File: src/rtl/regfile_storage.sv
// 32-entry register storage with a write decoder and a sequenced bulk-clear engine.
// Optional macro REG0_HARDWIRED_EN: q0 is constant zero and the clear sweep starts at index 1.
module regfile_storage #(
    parameter int WIDTH = 32
) (
    input  logic             clk,
    input  logic             reset,
    input  logic             wr_en,
    input  logic [4:0]       wr_addr,
    input  logic [WIDTH-1:0] wr_data,
    output logic             wr_ready,
    input  logic             clear_start,
    output logic             busy,
    output logic [WIDTH-1:0] q0,
    output logic [WIDTH-1:0] q1,
    output logic [WIDTH-1:0] q2,
    output logic [WIDTH-1:0] q3,
    output logic [WIDTH-1:0] q4,
    output logic [WIDTH-1:0] q5,
    output logic [WIDTH-1:0] q6,
    output logic [WIDTH-1:0] q7,
    output logic [WIDTH-1:0] q8,
    output logic [WIDTH-1:0] q9,
    output logic [WIDTH-1:0] q10,
    output logic [WIDTH-1:0] q11,
    output logic [WIDTH-1:0] q12,
    output logic [WIDTH-1:0] q13,
    output logic [WIDTH-1:0] q14,
    output logic [WIDTH-1:0] q15,
    output logic [WIDTH-1:0] q16,
    output logic [WIDTH-1:0] q17,
    output logic [WIDTH-1:0] q18,
    output logic [WIDTH-1:0] q19,
    output logic [WIDTH-1:0] q20,
    output logic [WIDTH-1:0] q21,
    output logic [WIDTH-1:0] q22,
    output logic [WIDTH-1:0] q23,
    output logic [WIDTH-1:0] q24,
    output logic [WIDTH-1:0] q25,
    output logic [WIDTH-1:0] q26,
    output logic [WIDTH-1:0] q27,
    output logic [WIDTH-1:0] q28,
    output logic [WIDTH-1:0] q29,
    output logic [WIDTH-1:0] q30,
    output logic [WIDTH-1:0] q31
);

    // state | meaning
    // IDLE  | writes accepted, waiting for clear_start
    // CLEAR | zeroing reg[ptr] each cycle, writes refused
    typedef enum logic {
        IDLE  = 1'b0,
        CLEAR = 1'b1
    } state_t;

`ifdef REG0_HARDWIRED_EN
    localparam int FIRST = 1;
`else
    localparam int FIRST = 0;
`endif

    state_t           state;
    state_t           state_next;
    logic [4:0]       ptr;
    logic [4:0]       ptr_next;
    logic [WIDTH-1:0] regs [FIRST:31];

    assign busy     = (state == CLEAR);
    assign wr_ready = !busy;

    always_ff @(posedge clk) begin
        if (reset) begin
            state <= IDLE;
            ptr   <= 5'd0;
        end else begin
            state <= state_next;
            ptr   <= ptr_next;
        end
    end

    always_comb begin
        state_next = state;
        ptr_next   = ptr;
        case (state)
            IDLE: begin
                if (clear_start) begin
                    state_next = CLEAR;
                    ptr_next   = 5'(FIRST);
                end
            end
            CLEAR: begin
                ptr_next = ptr + 5'd1;
                if (ptr == 5'd31) begin
                    state_next = IDLE;
                end
            end
            default: begin
                state_next = IDLE;
                ptr_next   = 5'd0;
            end
        endcase
    end

    // Clear and write never collide: writes are only accepted while not busy.
    always_ff @(posedge clk) begin
        for (int i = FIRST; i < 32; i++) begin
            if (reset) begin
                regs[i] <= '0;
            end else if (busy && ptr == 5'(i)) begin
                regs[i] <= '0;
            end else if (wr_en && wr_ready && wr_addr == 5'(i)) begin
                regs[i] <= wr_data;
            end
        end
    end

`ifdef REG0_HARDWIRED_EN
    assign q0  = '0;
`else
    assign q0  = regs[0];
`endif
    assign q1  = regs[1];
    assign q2  = regs[2];
    assign q3  = regs[3];
    assign q4  = regs[4];
    assign q5  = regs[5];
    assign q6  = regs[6];
    assign q7  = regs[7];
    assign q8  = regs[8];
    assign q9  = regs[9];
    assign q10 = regs[10];
    assign q11 = regs[11];
    assign q12 = regs[12];
    assign q13 = regs[13];
    assign q14 = regs[14];
    assign q15 = regs[15];
    assign q16 = regs[16];
    assign q17 = regs[17];
    assign q18 = regs[18];
    assign q19 = regs[19];
    assign q20 = regs[20];
    assign q21 = regs[21];
    assign q22 = regs[22];
    assign q23 = regs[23];
    assign q24 = regs[24];
    assign q25 = regs[25];
    assign q26 = regs[26];
    assign q27 = regs[27];
    assign q28 = regs[28];
    assign q29 = regs[29];
    assign q30 = regs[30];
    assign q31 = regs[31];

endmodule
File: config.mk
export PLATFORM = sky130hd
export DESIGN_NAME = regfile_storage
export DESIGN_NICKNAME = d
export VERILOG_FILES = /design/src/rtl/regfile_storage.sv
export SDC_FILE = /design/constraint.sdc
export NUM_CORES = 1
export LEC_CHECK = 0
export ABC_AREA = 1
export BUFFER_PORTS_ARGS = -buffer_cell sky130_fd_sc_hd__buf_2
export CAP_MARGIN = 15
export CORE_AREA = 4 4 413 415
export DETAILED_ROUTE_END_ITERATION = 8
export DIE_AREA = 0 0 417 419
export MAX_ROUTING_LAYER = met4
export PLACE_DENSITY = 0.42
export SLEW_MARGIN = 5
export SYNTH_ARGS = -nofsm -noshare
export SYNTH_HDL_FRONTEND = slang
export SYNTH_SLANG_ARGS = --single-unit
File: constraint.sdc
create_clock -name clk -period 2.55 [get_ports clk]
set_input_delay 0.255 -clock clk [delete_from_list [all_inputs] [get_ports clk]]
set_output_delay 0.255 -clock clk [all_outputs]
set_load 0.02 [all_outputs]
Word-level counts from Yosys, hierarchy flattened
Memories as Yosys holds them, arrays and structs flattened. Cells that the tools add are included.

Add/sub/neg operators: 1. Equality and inequality tests: 63. Bitwise operators: 65. Reductions and logical operators: 68. Muxes and demuxes: 295.

Operator list (count): $mux W32 (64); $mux W1 (228); $eq A5 B5 Y1 const B (32); $eq A5 B4 Y1 const B (16); $logic_and A1 B1 Y1 (65); $or A1 B1 Y1 (64); $eq A5 B3 Y1 const B (8); $eq A5 B2 Y1 const B (4); $eq A5 B1 Y1 const B (2); $logic_not A5 Y1 (2); $pmux W5 S2 (1); $add A5 B1 Y5 const B (1); $mux W5 (1); $ne A2 B2 Y1 const B (1); $pmux W1 S2 (1); $logic_not A1 Y1 (1); $not A1 Y1 (1).

Memories kept: 1. Bits in registers: 6. Word-level logic and storage cells: 495. Input port bits: 41. Bits in writable memories: 1024.

Memory list: regs (depth 32, width 32, read ports 32, clocked after Yosys merged registers in 0, write ports 32, RTL line 66) `logic [WIDTH-1:0] regs [FIRST:31];`.

Depth between registers and ports, before layout
Gate-level depths: netlist of the first run.

Depth in word-level cells: 8. Depth in mapped cells: 8.

Worst setup path after synthesis of the first run
No wires, ideal clock.

Path type: reg2reg. From: register state, in the netlist busy. To: memory regs[4][0], in the netlist regs[0][128], enable pin. Cell stages (with the launch flop): 9. Setup time: 0.561 ns. Path slack: -0.052 ns. Arrival time: 2.041 ns. Path through: dfxtp_1 > buf_6 > clkinv_4 > nand2_1 > nor2_4 > buf_8 > nand2_2 > buf_2 > nand3_1.

RTL lines: start: declaration (RTL line 62) `state_t state;`; start signal: assignment (RTL line 76) `state <= state_next;`; end: declaration (RTL line 66).

==> results of run 1 <==
## cell usage after synthesis, types with 2 or more instances
| master | count | share of area, % |
|---|---|---|
| a21oi_1 | 7 | 0.095 |
| buf_2 | 37 | 0.50 |
| buf_6 | 32 | 0.98 |
| clkbuf_1 | 132 | 1.3 |
| dfxtp_1 | 6 | 0.33 |
| edfxtp_1 | 1024 | 83 |
| ha_1 | 6 | 0.20 |
| inv_1 | 59 | 0.60 |
| nand2_1 | 72 | 0.73 |
| nand2_2 | 10 | 0.17 |
| nand2_4 | 10 | 0.30 |
| nand3_1 | 31 | 0.42 |
| nor2_1 | 1070 | 11 |
| nor2_4 | 2 | 0.061 |
## registers in the layout (all words and copies together), names as in the netlist
name and count:
regs 1024, ptr 5, busy 1
## cell usage in the layout, fill, tap and decap left out, types with 3 or more instances in the layout
cell type / n
buf_2: 1066
clkbuf_1: 25
ha_1: 6
nand3_2: 15
nor2_1: 1070
diode_2: 3
nand2_2: 35
inv_6: 5
clkinv_4: 6
inv_1: 27
inv_2: 33
edfxtp_1: 1024
clkinv_1: 28
nand2_1: 47
clkinv_2: 20
nand3_1: 17
bufinv_16: 9
clkbuf_16: 115
nand2_4: 10
buf_4: 56
dlygate4sd3_1: 18
buf_12: 57
clkinvlp_4: 3
dfxtp_1: 6
a21oi_1: 7
## cell families (layout without fill, tap and decap cells)
group | count (synthesis) | count (layout) | share of synthesized area [%]
AOI/OAI and AO/OA | 8 | 8 | 0.1084
adders and majority gates | 6 | 6 | 0.2033
buffers and inverters | 263 | 1473 | 3.493
DFF | 1030 | 1030 | 83.59
other | 0 | 3 | 0
and+or+nand+nor | 1197 | 1197 | 12.61
## power groups by stage
stage | Combinational [mW] | Sequential [mW] | Clock (mW)
floorplan | 0.562 | 20.6 | 0
global placement | 3.26 | 19.8 | 0
finish | 3.19 | 19.4 | 16.5
detailed placement | 3.25 | 19.8 | 0
CTS | 3.28 | 19.4 | 16.9
global route | 3.31 | 19.4 | 17.5
## tightest hold or removal path, delay by kind of cell
kind,cells,cell delay (ns)
buf+inv,2,0.26
simple gates,1,0.16
## final cells by class
cell class | count | area [um^2]
fill | 17060 | 117100
sequential | 1030 | 30870
timing repair buffer | 1197 | 7077
multi-input combinational | 1211 | 4903
clock buffer | 140 | 2972
tap | 2204 | 2758
clock inverter | 75 | 696.9
inverter | 61 | 234.0
antenna | 3 | 7.507
## routing by layer
metal  GRT usage, %  vias to the layer above  share of wire, %
li1               -                    10710                 -
met4          7.366                        0               4.2
met3          4.737                      265               7.1
met2          32.62                     1174                51
met5              -                        -                 0
met1          21.71                    12840                37
## path summary, 6_finish.rpt
kind | endpoint | slack (ns)
worst min register to register | ptr[4] | 0.51
worst max register to register | regs[0][485] | 0.36
worst min-delay path | regs[0][269] | 0.04
worst max-delay path | regs[0][485] | 0.36
## repair_timing
item                                   4_1_cts  5_1_grt
setup buffers                                0        0
hold buffers                                18        0
endpoints found under the hold margin      138        0
==> metrics.md, run 1 <==
| Metric | Value |
|---|---|
| Final Instance Count excl. Fillers | roughly 5900 |
| Synth Register Bits | 1030 |
| Post-Route Setup TNS | 0 ns |
| GRT Resource Usage Total | 19.13% |
| CP max FO | 32 |
| CP top delay family | compound AO/OA/AOI/OAI gates |
| Tightest Hold Check Type | in2reg |
| Worst setup EP type | flip-flop |
| Area grow syn2layout | 34.08% |
| Wire per inst | approximately 28 um |
| Crit path depth | 7 |
| CTS buffer count | about 110 |
| Reg2reg path depth | 7 |
| Least-Margin Pin Slew | ~0.93 ns |
| Slew margin rel. | between 30% and 40% |
| Maxcap violations | 0 |
| Root buf cell | clkbuf_16 |
| Vias | 24990 |
| Logic pwr share | ~8.2% |
| Clock Power Share | a little over two fifths |
| Initial antenna violation count | 18 |
| Top_reg_cell synth | edfxtp_1 |
| Fmax | between 0.4 and 0.5 GHz |
| Slowest CP cell | a21oi_1 |
| Die width | around 420 um |
| Worst path max stage delay | roughly 0.52 ns |
| Reg2reg start | ptr[0] |
| Die H | about 420 um |
| 1st-pass router iterations | 7 |
| Grt ovf | 0 |
| Fin util | 29.71% |
| Buf/Inv on CP | 2 |
| Vias/cell | roughly 4.2 |
| Status | finished, final reports clean |
| Syn Area/Cell | 14.75 um^2 |
| CP most frequent cell | ha_1 |
| Max-slew violations | 0 |
| Net switching power figure | approximately 10 mW |
| Worst Setup SP | ptr[0] |
| Starting Density | between 20% and 30% |
| Finished Cell Area | about 0.050 mm^2 |
| Synth Cell Area | approximately 0.037 mm^2 |
| Final Hold Vio Count | 0 |
| Final Cycle Share | 86.01% |
| Worst vdd ir | 0.0005176 V |
| H-tree Lvls | 3 |
| Cell leakage power | ~21 nW |
| Hold Slack | roughly 0.044 ns |
| CTS tree | yes |
| DP Worst Slack | 0.3014 ns |
| Worst Setup Slack, final | 0.3567 ns |
| YS warnings | 0 |
| Hold Crit Depth | 3 |
| Port bufs | 1066 |
| Crit path DAT | around 2.7 ns |
| DRT iter0 DRCs | 2318 |
| Post-layout min period | 2.193 ns |
| Sink Count | a little over 1000 |
| # resized after CTS | 0 |
| Internal | approximately 29 mW |
| Global placement routability congestion | between 0.7 and 0.8 |
| Final Skew | 0.02819 ns |
| # rows | 150 |
| RSZ-0062 raised after global routing | false |
| Largest net degree at the start of global routing | 33 |
| Share of post-route cells with drive strength above 1 | 38.72% |
| Post-DP HPWL | approximately 120000 um |
| Post-synth ARST share | 0% |
| Power share of the sequential group | between 40% and 50% |
| Syn Nets | approximately 2600 |
| Power, Total | ~39 mW |
| First-pass GRT wire length | roughly 220000 um |
| Number of buffers on the longest clock path | 3 |
| Clk slew on worst S/H paths | 0.07 ns |
| CP required | 3.04 ns |
| Drt drc | 0 |
| Hold path start | wr_data[13] |
| Area after DPL | around 0.046 mm^2 |
| Power per cell area | ~800 mW/mm^2 |
| Die ar. | roughly 0.17 mm^2 |
| Post-route ant nets | 0 |
| Ports | about 1100 |
| Crit Path Category | reg2reg |
| Setup violations, final | 0 |
| Switching Share | 25.35% |
| Startpoint Class | flip-flop |
| Critical Path, Cell by Cell | ha_1 -> inv_1 -> nor2_1 -> ha_1 -> a21oi_1 -> nand2_1 -> buf_12 |
| Part of the Yosys area used for sequential elements | between 80% and 90% |
| Number of global-route vias before repair | 24420 |
| Routed WL | about 170000 um |
| Number of synthesized flops with an enable pin | ~1000 |
| Post-Syn Instances | 2504 |
| Core ar. | about 0.17 mm^2 |
| Final #Nets | around 3700 |
| Synth unique cells | 20 |
| Placed cell count | around 5700 |
| Worst-Skew Late Latency | 0.74 ns |
Note: power is estimated with default switching activity, not from simulation.
==> inputs of run 2 (changes only) <==
--- a/config.mk
+++ b/config.mk
@@ -8,11 +8,12 @@
 export ABC_AREA = 1
 export BUFFER_PORTS_ARGS = -buffer_cell sky130_fd_sc_hd__buf_2
 export CAP_MARGIN = 15
-export CORE_AREA = 4 4 413 415
+export CORE_AREA = 2 2 411 413
 export DETAILED_ROUTE_END_ITERATION = 8
-export DIE_AREA = 0 0 417 419
+export DIE_AREA = 0 0 413 415
 export MAX_ROUTING_LAYER = met4
 export PLACE_DENSITY = 0.42
+export SETUP_SLACK_MARGIN = 0.3
 export SLEW_MARGIN = 5
 export SYNTH_ARGS = -nofsm -noshare
 export SYNTH_HDL_FRONTEND = slang
==> constraint.sdc (replaced) <==
create_clock -name clk -period 1.8 [get_ports clk]
set_input_delay 0.18 -clock clk [delete_from_list [all_inputs] [get_ports clk]]
set_output_delay 0.18 -clock clk [all_outputs]
set_load 0.02 [all_outputs]
==> metrics.md, run 2 (synthesized netlist as in run 1, its figures left out) <==
| Metric | Value |
|---|---|
| Critical Path, Cell by Cell | clkinv_8 -> nand3_4 -> nor2_4 -> buf_6 -> nand2_4 -> nand2_4 |
| CP required | 2.24 ns (-0.80 ns) |
| Port bufs | 1066 (unchanged) |
| Hold Slack | 0.2575 ns (+0.2136 ns) |
| Largest register by flop count | regs |
| Core ar. | 0.1667 mm^2 (unchanged) |
| Global placement routability congestion | 0.8171 (+2.4%) |
| Hold path start | wr_addr[4] |
| Vias | 25730 (+3.0%) |
| Wire per inst | 29.71 um (+4.3%) |
| Largest net degree at the start of global routing | 33 (unchanged) |
| WHS Endpoint | regs[1][17] |
| Post-DP HPWL | 117700 um (+1.2%) |
| Worst-Skew Late Latency | 0.77 ns (+0.03 ns) |
| DP Worst Slack | -0.04962 ns (-0.3510 ns) |
| Fin util | 31.68% (+2.0 points) |
| FILL cells | 16750 (-1.8%) |
| CP most frequent cell | nand2_4 |
| Initial antenna violation count | 17 (-1) |
| Slew margin rel. | 60.57% (+22 points) |
| Worst path max stage delay | 0.38 ns (-0.14 ns) |
| Worst vdd ir | 0.0008728 V (+69%) |
| Setup violations, final | 0 (unchanged) |
| Share of post-route cells with drive strength above 1 | 41.77% (+3.1 points) |
| Commonest non-fill, non-tap cell in the layout | nor2_1 |
| Root buf cell | clkbuf_16 |
| Drt drc | 0 (unchanged) |
| Area after DPL | 0.04729 mm^2 (+3.6%) |
| Power per cell area | 1062 mW/mm^2 (+35%) |
| Final Hold Vio Count | 0 (unchanged) |
| 1st-pass router iterations | 5 (-2) |
| Placed cell count | 5763 (+1.4%) |
| Vias/cell | 4.244 (+0.56%) |
| Startpoint Class | flip-flop |
| GRT Resource Usage Total | 20.48% (+1.3 points) |
| Leading cell types in the layout, fill and taps excluded | 1057 x nor2_1, 1054 x buf_2, 1024 x edfxtp_1 |
| Seq. cell area | 0.03088 mm^2 (about the same) |
| Crit Path Category | reg2reg |
| Power, Total | 56.05 mW (+44%) |
| Area of the multi-input gates | 0.005629 mm^2 (+15%) |
| RR Endpoint | regs[1][67] |
| Slowest CP cell | dfxtp_4 |
| Sink Count | 1030 (unchanged) |
| First-pass GRT wire length | 228600 um (+3.3%) |
| Tightest Hold Check Type | in2reg |
| Cell leakage power | 22.72 nW (+6.7%) |
| Fmax | 0.5786 GHz (+27%) |
| CTS tree | yes |
| Crit path DAT | 2.17 ns (-0.51 ns) |
| Number of buffers on the longest clock path | 3 (unchanged) |
| H-tree Lvls | 3 (unchanged) |
| Least-Margin Pin Slew | 0.5892 ns (-0.3362 ns) |
| Post-layout min period | 1.728 ns (-0.4651 ns) |
| Area grow syn2layout | 42.96% |
| DRT iter0 DRCs | 2303 (-0.65%) |
| Die ar. | 0.1714 mm^2 (-1.9%) |
| Die width | 413 um (-0.96%) |
| Post-Route Setup TNS | 0 ns (unchanged) |
| Max-slew violations | 0 (unchanged) |
| # rows | 150 (unchanged) |
| Ports | 1067 (unchanged) |
| Finished Cell Area | 0.05280 mm^2 (+6.6%) |
| Final #Nets | 3811 (+4.1%) |
| Grt ovf | 0 (unchanged) |
| Post-route ant nets | 0 (unchanged) |
| Status | finished, final reports clean |
| Hold Crit Depth | 6 (+3) |
| Final Skew | 0.01613 ns (-0.01206 ns) |
| Reg2reg start | busy |
| CP max FO | 8 (-75%) |
| Final Instance Count excl. Fillers | 6062 (+2.4%) |
| Routed WL | 180100 um (+6.7%) |
| Maxcap violations | 0 (unchanged) |
| Largest register FFs | 1024 (unchanged) |
| Clk slew on worst S/H paths | 0.06 ns (about the same) |
| Number of global-route vias before repair | 24710 (+1.2%) |
| Flop2flop setup slack | 0.07 ns (-0.28 ns) |
| CTS buffer count | 115 (+0.88%) |
| Worst setup EP type | flip-flop |
| Die H | 415 um (-0.95%) |
| Reg2reg path depth | 6 (-1) |
| Final Cycle Share | 96.01% (+10 points) |
| Worst Setup Slack, final | 0.07175 ns (-0.2849 ns) |
| RSZ-0062 raised after global routing | true |
| Starting Density | 22.16% (unchanged) |
## run 2: how the worst max path moves through the flow
stage | startpoint | endpoint | slack (ns) | cells after the start
5_1_grt | ptr[0] | regs[1][202] | 0.02 | 8
4_1_cts | regs[0][325] | q10[5] | -0.01 | 1
2_1_floorplan | busy | regs[0][128] | 0.02 | 8
3_3_place_gp | ptr[0] | regs[1][291] | -0.07 | 8
3_5_place_dp | ptr[0] | regs[1][289] | -0.05 | 8
6_report | busy | regs[1][67] | 0.07 | 6
## run 2: area by class of cell
class / instances / area share, %
clock inverter: 63 / 1.161
timing repair buffer: 1340 / 18.27
clock buffer: 144 / 5.697
antenna: 4 / 0.01896
sequential: 1030 / 58.49
tap: 2204 / 5.223
inverter: 61 / 0.4740
multi-input combinational: 1216 / 10.66
## run 2: power breakdown
| group | internal, mW | switching (mW) | total [mW] |
|---|---|---|---|
| sequential | 27.2 | 0.285 | 27.5 |
| clock | 13.1 | 10.2 | 23.3 |
| combinational | 1.49 | 3.81 | 5.30 |
| total | 41.8 | 14.3 | 56.1 |
## run 2: layer usage
layer / vias to the layer above / routed length (um) / part of all wire, % / track usage [%]
li1: 11040 / - / - / -
met1: 13260 / 68050 / 38 / 23.54
met2: 1196 / 92300 / 51 / 34.83
met3: 234 / 14580 / 8.1 / 5.225
met4: 0 / 5180 / 2.9 / 6.330
met5: - / 0 / 0 / -
## run 2: worst max-delay path: cells and delay by family (launching register included)
kind	cells	cell delay (ns)
DFF	1	0.38
and+or+nand+nor	4	0.75
buffers and inverters	2	0.27
## run 2: timing repair
action	4_1_cts	5_1_grt
hold endpoints to repair	908	0
setup endpoints to repair	2620	2687
cloned	8	25
pin swaps	13	28
hold buffers	34	0
buffers inserted	8	13
resized for setup	88	71
